**src/rtl/switch_pkg.sv**
```systemverilog
// Shared types and helpers for the switch conditioner front end.
package switch_pkg;

  localparam int SYNC_STAGES = 2;
  localparam int SW_W        = 2;

  typedef logic [SW_W-1:0] sw_t;

  function automatic int cnt_width(input int cycles);
    return (cycles > 2) ? $clog2(cycles) : 1;
  endfunction

endpackage

```
**src/rtl/switch_conditioner_debounce_bit.sv**
```systemverilog
// One input bit: 2-flop synchroniser, debounce counter and accepted level.
module debounce_bit
  import switch_pkg::*;
#(
  parameter int DEBOUNCE_CYCLES = 16
) (
  input  logic clk,
  input  logic reset,
  input  logic raw,
  output logic level,
  output logic pending
);

  localparam int            CW       = cnt_width(DEBOUNCE_CYCLES);
  localparam logic [CW-1:0] CNT_LAST = CW'(DEBOUNCE_CYCLES - 1);

  logic [SYNC_STAGES-1:0] r_sync;
  logic [CW-1:0]          r_cnt;
  logic                   r_level;
  logic                   w_synced;

  assign w_synced = r_sync[SYNC_STAGES-1];

  // Any cycle that agrees with the accepted level restarts the count.
  always_ff @(posedge clk or negedge reset) begin
    if (!reset) begin
      r_sync  <= '0;
      r_cnt   <= '0;
      r_level <= 1'b0;
    end else begin
      r_sync <= {r_sync[SYNC_STAGES-2:0], raw};
      if (w_synced == r_level) begin
        r_cnt <= '0;
      end else if (r_cnt == CNT_LAST) begin
        r_level <= w_synced;
        r_cnt   <= '0;
      end else begin
        r_cnt <= r_cnt + CW'(1);
      end
    end
  end

  assign level   = r_level;
  assign pending = (r_cnt != '0);

endmodule

```
**src/rtl/switch_conditioner.sv**
```systemverilog
// Switch/button front end for the Moore controller: debounced sw_out, strobe ctrl_out.
// Build option AUTO_TICK_EN adds a periodic strobe every TICK_PERIOD cycles.
module switch_conditioner
  import switch_pkg::*;
#(
  parameter int DEBOUNCE_CYCLES = 16,
  parameter int TICK_PERIOD     = 8
) (
  input  logic clk,
  input  logic reset,
  input  sw_t  sw_raw,
  input  logic btn_raw,
  output sw_t  sw_out,
  output logic ctrl_out,
  output logic sw_stable
);

  if (DEBOUNCE_CYCLES < 2 || DEBOUNCE_CYCLES > (1 << 20) || TICK_PERIOD < 2) begin : g_param_check
    $error("switch_conditioner: DEBOUNCE_CYCLES or TICK_PERIOD out of range");
  end

  logic [SW_W-1:0] w_sw_level;
  logic [SW_W-1:0] w_sw_pending;
  logic            w_btn_level;
  logic            w_btn_pending;
  logic            w_strobe;
  logic            w_tick;
  logic            r_btn_prev;
  logic            r_ctrl;

  for (genvar i = 0; i < SW_W; i++) begin : g_sw
    debounce_bit #(.DEBOUNCE_CYCLES(DEBOUNCE_CYCLES)) u_sw (
      .clk     (clk),
      .reset   (reset),
      .raw     (sw_raw[i]),
      .level   (w_sw_level[i]),
      .pending (w_sw_pending[i])
    );
  end

  debounce_bit #(.DEBOUNCE_CYCLES(DEBOUNCE_CYCLES)) u_btn (
    .clk     (clk),
    .reset   (reset),
    .raw     (btn_raw),
    .level   (w_btn_level),
    .pending (w_btn_pending)
  );

`ifdef AUTO_TICK_EN
  localparam int            TW        = cnt_width(TICK_PERIOD);
  localparam logic [TW-1:0] TICK_LAST = TW'(TICK_PERIOD - 1);

  logic [TW-1:0] r_tick;

  always_ff @(posedge clk or negedge reset) begin
    if (!reset) begin
      r_tick <= '0;
    end else begin
      r_tick <= (r_tick == TICK_LAST) ? '0 : r_tick + TW'(1);
    end
  end

  assign w_tick = (r_tick == TICK_LAST);
`else
  assign w_tick = 1'b0;
`endif

  // Rising edge of the accepted button level; a tick landing on it merges into one pulse.
  assign w_strobe = w_btn_level & ~r_btn_prev;

  always_ff @(posedge clk or negedge reset) begin
    if (!reset) begin
      r_btn_prev <= 1'b0;
      r_ctrl     <= 1'b0;
    end else begin
      r_btn_prev <= w_btn_level;
      r_ctrl     <= w_strobe | w_tick;
    end
  end

  assign sw_out    = w_sw_level;
  assign ctrl_out  = r_ctrl;
  assign sw_stable = ~|w_sw_pending;

endmodule

```
**config.mk**
```make
export PLATFORM = sky130hd
export DESIGN_NAME = switch_conditioner
export DESIGN_NICKNAME = d
export VERILOG_FILES = /design/src/rtl/switch_pkg.sv /design/src/rtl/switch_conditioner_debounce_bit.sv /design/src/rtl/switch_conditioner.sv
export SDC_FILE = /design/constraint.sdc
export NUM_CORES = 1
export LEC_CHECK = 0
export BUFFER_PORTS_ARGS = -buffer_cell sky130_fd_sc_hd__buf_2
export CAP_MARGIN = 20
export CORE_MARGIN = 2
export CORE_UTILIZATION = 55
export DETAILED_ROUTE_END_ITERATION = 7
export PLACE_DENSITY = 0.79
export REMOVE_ABC_BUFFERS = 1
export SYNTH_ARGS = -nofsm -noshare
export SYNTH_HDL_FRONTEND = slang
export SYNTH_HIERARCHICAL = 1
export SYNTH_SLANG_ARGS = --single-unit
```
**constraint.sdc**
```tcl
create_clock -name clk -period 1.48 [get_ports clk]
set_clock_uncertainty 0.1 [all_clocks]
set_input_delay 0.222 -clock clk [delete_from_list [all_inputs] [get_ports clk]]
set_output_delay 0.222 -clock clk [all_outputs]
set_load 0.005 [all_outputs]
```
======== Yosys cells after proc, flatten, opt, wreduce, memory -nomap -nowiden ========
Cells that the tools add are included.
operators by class
  add/sub/neg operators ................... 3
  multiply operators ...................... 0
  div/mod/pow operators ................... 0
  magnitude comparators ................... 0
  equal/unequal tests ..................... 6
  shift-type cells ........................ 0
  muxes and demuxes ....................... 6
  bitwise gates (word level) .............. 5
  reduce and logical (&&, ||, !) cells .... 7
operators with widths
  operator                                     number
  two-way mux 4 bit                            6
  adder 4 x 1 -> 4 bit, second input constant  3
  equality test 4 bit, second input constant   3
  nonzero test 4 bit                           2
  AND reduction 2 bit                          3
  inverter 1 bit                               4
  equality test 1 bit                          3
  OR reduction 2 bit                           1
  bitwise AND 1 bit                            1
  zero test 1 bit                              1
word-level totals
  bits in registers ....................... 23
  latch bits .............................. 0
  RAM bits ................................ 0
  memory bits (read-only) ................. 0
  bits of input ports ..................... 5
  output and inout port bits .............. 4
  logic and storage cells ................. 38
  memories ................................ 0

======== Longest topological paths before layout ========
Gate-level depths: netlist of the first run.
  word-level depth ........................ 3
  gate-level depth with buffers ........... 4
  gate-level depth less buffers ........... 4

======== Modules after synthesis ========
Netlist of the first run, hierarchy kept.
by module, submodules not included
  module              times used  cells each  area each (µm²)  seq. area each (µm²)
  debounce_bit        3           25          292.8            175.2
  switch_conditioner  1           4           67.6             50.0

======== Least setup slack after synthesis of the first run ========
OpenSTA, ideal clock, no wires.
  path type ............................... reg2reg
  start point ............................. register g_sw[0].u_sw.r_cnt[0]
  end point ............................... register g_sw[0].u_sw.r_level
  library setup time ...................... 0.127 ns
  data arrival time ....................... 1.035 ns
  required time ........................... 1.253 ns
  setup slack ............................. 0.218 ns
  stages on the path, launching flop included .. 4
  buffers on the path ..................... 0
  clock period less this slack ............ 1.262 ns
  path through ............................ dfrtp_1 -> ha_1 -> nand3_1 -> mux2_1
between the ends
  longest elaborated chain between the ends .. 2
ends and longest elaborated chain
  item                           RTL line                               text
  start: declaration             switch_conditioner_debounce_bit.sv:18  logic [CW-1:0] r_cnt;
  start signal: assignment       switch_conditioner_debounce_bit.sv:38  r_cnt <= r_cnt + CW'(1);
  equality test 4 bit            switch_conditioner_debounce_bit.sv:34  end else if (r_cnt == CNT_LAST) begin
  AND reduction 2 bit (no line)  n/a
  end signal: assignment         switch_conditioner_debounce_bit.sv:35  r_level <= w_synced;
  end: declaration               switch_conditioner_debounce_bit.sv:19  logic r_level;
No other way between the ends.
A chain may end at the register's enable or synchronous reset.

======== Final worst setup path of the first run ========
  start point ............................. register g_sw[1].u_sw.r_cnt[0]
  end point ............................... output port sw_stable
between the ends
  longest elaborated chain between the ends .. 3
ends and longest elaborated chain
  item                      RTL line                               text
  start: declaration        switch_conditioner_debounce_bit.sv:18
  start signal: assignment  switch_conditioner_debounce_bit.sv:38
  nonzero test 4 bit        switch_conditioner_debounce_bit.sv:44  assign pending = (r_cnt != '0);
  via w_sw_pending[1]       switch_conditioner.sv:23               logic [SW_W-1:0] w_sw_pending;
  OR reduction 2 bit        switch_conditioner.sv:83               assign sw_stable = ~|w_sw_pending;
  zero test 1 bit           switch_conditioner.sv:83
  end: declaration          switch_conditioner.sv:15               output logic sw_stable
The timed path passes the listed nets, and every way through them passes these cells.

==> out/results.txt, run 1 <==
Slew headroom -> 0.686
Critical path arrival -> 1140 ps
Via count -> 604
FF-to-FF setup slack -> 40 ps
CTS Buffer Depth -> 2
Period minus WS final -> 1470 ps
Drt total wl -> 1.39 mm
Global Route Usage Sum -> 0.171
Final TNS setup -> 0 ps
GR Overflow Total -> 0
WHS Endpoint -> g_sw[1].u_sw/r_sync[1]
Gp weighted congestion -> 0.818
R2R depth -> 4
Startpoint types -> flip-flop
Global-route wire length before repair -> 2.37 mm
Peak supply drop -> 0.000774 V
Layout cell share with drive strength beyond 1 -> 0.296
Initial Util -> 0.602
Tightest Pin Transition -> 471 ps
CP Max Fanout -> 2
N_diodes -> 0
Leak -> 0.531 nW
Max Cap Violations -> 0
Vias in the first global route -> 609
R2R Path End -> g_sw[0].u_sw/level
PortBufs -> 8
Root buffer cell -> clkbuf_4
Initial DRT Pass Iterations -> 4
Cell Pwr Density -> 955 mW/mm2
Post-Syn Instances -> 77
WS Path Type -> flip-flop to output pin
Core area -> 0.00156 mm2
Max Freq -> 0.682 GHz
Final hold violation count -> 0
FF-to-FF Start -> g_sw[0].u_sw/r_cnt[0]
Hold_ws -> 260 ps
Final period utilization -> 0.991
Hold Path Class -> flip-flop to flip-flop
Slew Limit Fails -> 0
Total CTS buffers -> 3
Clk sinks -> 23
Status -> finished, final reports clean
Hpwl dp -> 971 um
Core Rows -> 14
Avg WL per Cell -> 12.2 um
DIE AREA -> 0.00205 mm2
Req. time, crit path -> 1160 ps
Residual DRC -> 0
Final instance area -> 0.00114 mm2
Die H -> 45.3 um
TritonCTS clock tree -> built
First DRT Iteration DRCs -> 6
Die W -> 45.3 um
Final Net Count -> 110
Routed vias/inst -> 5.30
Mapped Area -> 938 um2
Area after DPL -> 998 um2
Hold path start -> g_sw[1].u_sw/r_sync[0]
RSZ-0062 raised after global routing -> true
# setup viols final -> 0
P&R area growth vs syn -> 21.2%
Clock slew at reported path FFs -> 110 ps
CTS H-Tree Depth -> 1
Top-level I/O count -> 9
Antenna-violating nets left -> 0
Syn Area/Cell -> 12.2 um2
Worst Setup End Kind -> output pin
Synth warn -> 6
Worst-Skew Late Latency -> 300 ps
Initial antenna violation count -> 0
Hold depth -> 0
Largest net degree at the start of global routing -> 24
## critical path: stages (launching register included)
cell,delay (ps)
dfrtp_1,410
inv_2,80
ha_4,120
nand2_1,40
nor2_1,80
buf_2,110
## power breakdown
group | leakage [nW] | internal [mW] | switching, mW
Clock | 0.0150 | 0.105 | 0.170
Combinational | 0.217 | 0.0671 | 0.0636
Sequential | 0.300 | 0.656 | 0.0236
Total | 0.531 | 0.829 | 0.257
## state kept, by name, summed over array words and instances (netlist names)
register          flops
g_sw.u_sw/r_cnt       8
g_sw.u_sw/r_sync      4
u_btn/r_cnt           4
g_sw.u_sw/level       2
u_btn/r_sync          2
ctrl_out              1
r_btn_prev            1
u_btn/level           1
## final cells by class
type | count | area, um2
Sequential cell | 23 | 576
Fill cell | 117 | 422
Multi-Input combinational cell | 45 | 362
Timing Repair Buffer | 17 | 118
Inverter | 9 | 36.3
Clock buffer | 4 | 26.3
Tap cell | 16 | 20.0
## stage by stage
stage                     setup WS [ps]   util  total power [mW]  std cells
after floorplan                     218      -             0.746         77
final                              13.1  0.730              1.09        114
after global routing              -77.2  0.730              1.14        114
after CTS                          4.20  0.725              1.09        114
after global placement              170  0.640             0.779        101
after detailed placement            140  0.640             0.784        101
## layer usage
layer,routed length [um],part of all wire,vias to the layer above,track usage
met5,0,0,-,0
met4,19,0.014,0,0.0882
met3,42,0.030,2,0.0600
met2,688,0.50,12,0.300
met1,640,0.46,298,0.180
li1,-,-,292,-
## placed cells by master (no fill, tap or decap)
cell and instances:
dfrtp_1 23, buf_2 8, nor2_1 6, inv_2 6, xnor2_1 6, a21oi_1 6
buf_4 5, ha_1 4, dlygate4sd3_1 4, clkbuf_4 3, nor2b_1 3, nor3b_1 3
or4_1 3, o21ai_0 3, mux2_1 3, clkinv_2 2, ha_4 2, nand3_1 2
nor2b_4 1, clkbuf_1 1, nand3_2 1, nand2_2 1, nand2_1 1, clkinv_1 1
## what timing repair did
| item | 4_1_cts | 5_1_grt |
|---|---|---|
| endpoints found under the setup margin | 1 | 2 |
| hold buffers | 4 | 0 |
| pin swaps | 3 | 2 |
| endpoints found under the hold margin | 26 | 0 |
| resized for setup | 6 | 2 |
| buffers inserted | 5 | 0 |
## worst max-delay path by stage
stage	start	endpoint	depth (start not counted)
2_1_floorplan	g_sw[0].u_sw/r_cnt[0]	g_sw[0].u_sw/level	3
3_3_place_gp	g_sw[0].u_sw/r_cnt[0]	g_sw[0].u_sw/level	3
3_5_place_dp	g_sw[1].u_sw/r_cnt[0]	g_sw[1].u_sw/level	3
4_1_cts	g_sw[0].u_sw/r_cnt[0]	sw_stable	5
5_1_grt	g_sw[0].u_sw/r_cnt[2]	sw_stable	4
6_report	g_sw[1].u_sw/r_cnt[0]	sw_stable	5
(Power assumes the default switching activity.)
==> run 2: changes to the inputs <==
ABC_AREA = 1   (was unset)
RECOVER_POWER = 25   (was unset)
==> run 2 against run 1 <==
Net effect:
- sequential cell count stayed put
- maximum frequency fell by 3.2%
- sequential share of layout area decreased by 1.1 points
- largest power group unchanged
- wire length up 22%
- synthesized cell count is 32% higher
- critical path depth unchanged
- sequential power is essentially flat
- utilization shrank 4.1 points
- synthesized area up 2.8%
- the flow now finishes with violations (setup timing)
- worst setup slack got worse by 48 ps
- cell count increased by 25%
- largest cell class unchanged
==> out/results.txt, run 2 <==
Status -> finished, violations left (was finished, final reports clean)
Failing checks -> setup timing
Syn Area/Cell -> 9.46 um2 (was 12.2 um2)
Clk pwr share -> 0.258 (was 0.253)
Dpl ws -> 256 ps (was 140 ps)
Worst-Skew Late Latency -> 310 ps (was 300 ps)
Root buffer cell -> clkbuf_4 (unchanged)
CP max stage delay -> 410 ps (about the same)
Biggest register -> g_sw.u_sw/r_cnt (unchanged)
Slew headroom -> 0.637 (was 0.686)
Layout cell share with drive strength beyond 1 -> 0.198 (was 0.296)
Core Rows -> 15 (was 14)
Startpoint types -> flip-flop (unchanged)
Slew Limit Fails -> 0 (unchanged)
N_diodes -> 0 (unchanged)
Seq pwr share -> 0.621 (was 0.626)
Worst Setup End Kind -> output pin (unchanged)
Die W -> 45.9 um (was 45.3 um)
Final Net Count -> 138 (was 110)
CP Max Fanout -> 2 (unchanged)
Top-level I/O count -> 9 (unchanged)
Internal cell power -> 0.821 mW (was 0.829 mW)
Req. time, crit path -> 1160 ps (about the same)
Vias in the first global route -> 700 (was 609)
Core area -> 0.00169 mm2 (was 0.00156 mm2)
Hold Path Class -> flip-flop to flip-flop (unchanged)
PortBufs -> 8 (unchanged)
Die H -> 45.9 um (was 45.3 um)
Max Cap Violations -> 0 (unchanged)
Total power -> 1.09 mW (about the same)
Initial Util -> 0.571 (was 0.602)
Residual DRC -> 0 (unchanged)
P&R area growth vs syn -> 20.6% (was 21.2%)
Period minus WS final -> 1520 ps (was 1470 ps)
RSZ-0062 raised after global routing -> true (unchanged)
Initial DRT Pass Iterations -> 4 (unchanged)
Gp weighted congestion -> 0.756 (was 0.818)
First DRT Iteration DRCs -> 17 (was 6)
Worst Setup Slack, final -> -35.3 ps (was 13.1 ps)
# setup viols final -> 1 (was 0)
Global-route wire length before repair -> 2.75 mm (was 2.37 mm)
WS Path Type -> flip-flop to output pin (unchanged)
GR Overflow Total -> 0 (unchanged)
Largest register FFs -> 8 (unchanged)
Clk sinks -> 23 (unchanged)
Via count -> 725 (was 604)
CP top delay family -> flip-flops (unchanged)
Drt total wl -> 1.70 mm (was 1.39 mm)
Psw -> 0.272 mW (was 0.257 mW)
Synth warn -> 6 (unchanged)
Switching Share -> 0.249 (was 0.237)
Worst-path cell chain -> inv_1, ha_2, nand2_2, nor2_2, buf_2 (was inv_2, ha_4, nand2_1, nor2_1, buf_2)
Peak supply drop -> 0.000685 V (was 0.000774 V)
Initial antenna violation count -> 0 (unchanged)
Tightest Pin Transition -> 544 ps (was 471 ps)
Final hold violation count -> 0 (unchanged)
Most frequent cells in the layout -> dfrtp_1 (23), inv_1 (19), nand2_1 (19), nor2_1 (13), nand3_1 (9) (was dfrtp_1 (23), buf_2 (8))
Hpwl dp -> 1.12 mm (was 971 um)
Clock slew at reported path FFs -> 120 ps (was 110 ps)
Combinational Power Share -> 0.121 (was 0.120)
Global Route Usage Sum -> 0.183 (was 0.171)
Leak -> 0.620 nW (was 0.531 nW)
Largest net degree at the start of global routing -> 24 (unchanged)
Antenna-violating nets left -> 0 (unchanged)
Most common cell after layout, fill and taps aside -> dfrtp_1 (unchanged)
Largest regs -> g_sw.u_sw/r_cnt x8, g_sw.u_sw/r_sync x4, u_btn/r_cnt x4 (unchanged)
Crit path buf inv count -> 2 (unchanged)
CTS H-Tree Depth -> 1 (unchanged)
Routed vias/inst -> 5.07 (was 5.30)
TritonCTS clock tree -> built (unchanged)
Post-Syn Instances -> 102 (was 77)
Avg WL per Cell -> 11.9 um (was 12.2 um)
Cell Pwr Density -> 940 mW/mm2 (was 955 mW/mm2)
Final period utilization -> 1.02 (was 0.991)
CP max stage cell -> dfrtp_1 (unchanged)
Total CTS buffers -> 3 (unchanged)
CTS Buffer Depth -> 2 (unchanged)
Max Freq -> 0.660 GHz (was 0.682 GHz)
Critical path arrival -> 1190 ps (was 1140 ps)
Mapped Area -> 965 um2 (was 938 um2)
DIE AREA -> 0.00210 mm2 (was 0.00205 mm2)
-- run 2: cell types whose count changed in the layout (fill, tap and decap cells not counted), sizes merged --
cell    before  now
buf         13   15
nor2         6   16
nand3        3    9
a21oi        6    0
or4          3    0
nor3b        3    0
nand2        2   20
mux2         3    0
xnor2        6    3
clkinv       3    1
nor2b        4    0
nand4        0    3
inv          6   19
-- run 2: power groups by stage --
stage               clock, mW  combinational [mW]  sequential (mW)
detailed placement          0              0.0891            0.696
global placement            0              0.0837            0.693
global route            0.320               0.151            0.682
finish                  0.282               0.132            0.680
floorplan                   0              0.0562            0.690
CTS                     0.299               0.118            0.678
-- run 2: what timing repair did --
item                                   CTS  global route
setup endpoints to repair                1             1
resized for setup                        1             3
pin swaps                                2             1
endpoints found under the hold margin   26             0
hold buffers                             4             0
setup buffers                            4             4
-- run 2: worst paths after layout --
kind / cells past startpoint / end / slack, ps / start
max reg2reg: 6 / g_sw[1].u_sw/r_cnt[0] / 70 / g_sw[1].u_sw/r_cnt[0]
min reg2reg: 0 / u_btn/r_sync[1] / 270 / u_btn/r_sync[0]
max in group asynchronous: 2 / g_sw[0].u_sw/level / 610 / reset
max: 5 / sw_stable / -40 / g_sw[1].u_sw/r_cnt[0]
min: 0 / u_btn/r_sync[1] / 270 / u_btn/r_sync[0]
min in group asynchronous: 2 / g_sw[1].u_sw/level / 310 / reset
-- run 2: area by class of cell --
class	instances	area, um2
Clock buffer	3	22.5
Clock inverter	1	5.00
Fill cell	122	526
Inverter	19	71.3
Multi-Input combinational cell	60	328
Sequential cell	23	576
Tap cell	17	21.3
Timing Repair Buffer	20	140
-- run 2: worst register-to-register path, cell delays in order (launching register included) --
cell and delay [ps]:
dfrtp_1 410, buf_4 140, buf_4 140, ha_1 220, nand3_1 120, nand3_1 120
nor2_1 110
-- run 2: per-layer routing --
layer / global-route usage / part of all wire
met5: 0 / 0
met4: 0.0857 / 0.010
met3: 0.0238 / 0.028
met2: 0.331 / 0.52
met1: 0.210 / 0.44
-- run 2: stage by stage --
stage	instance area, um2	setup TNS [ps]	hold slack (ps)	cells	util
finish	1160	-35.3	270	143	0.689
CTS	1130	-24.1	274	139	0.667
detailed placement	1030	0	114	127	0.607
global route	1160	-142	281	143	0.689
floorplan	965	0	-174	102	-
global placement	1030	0	111	127	0.607
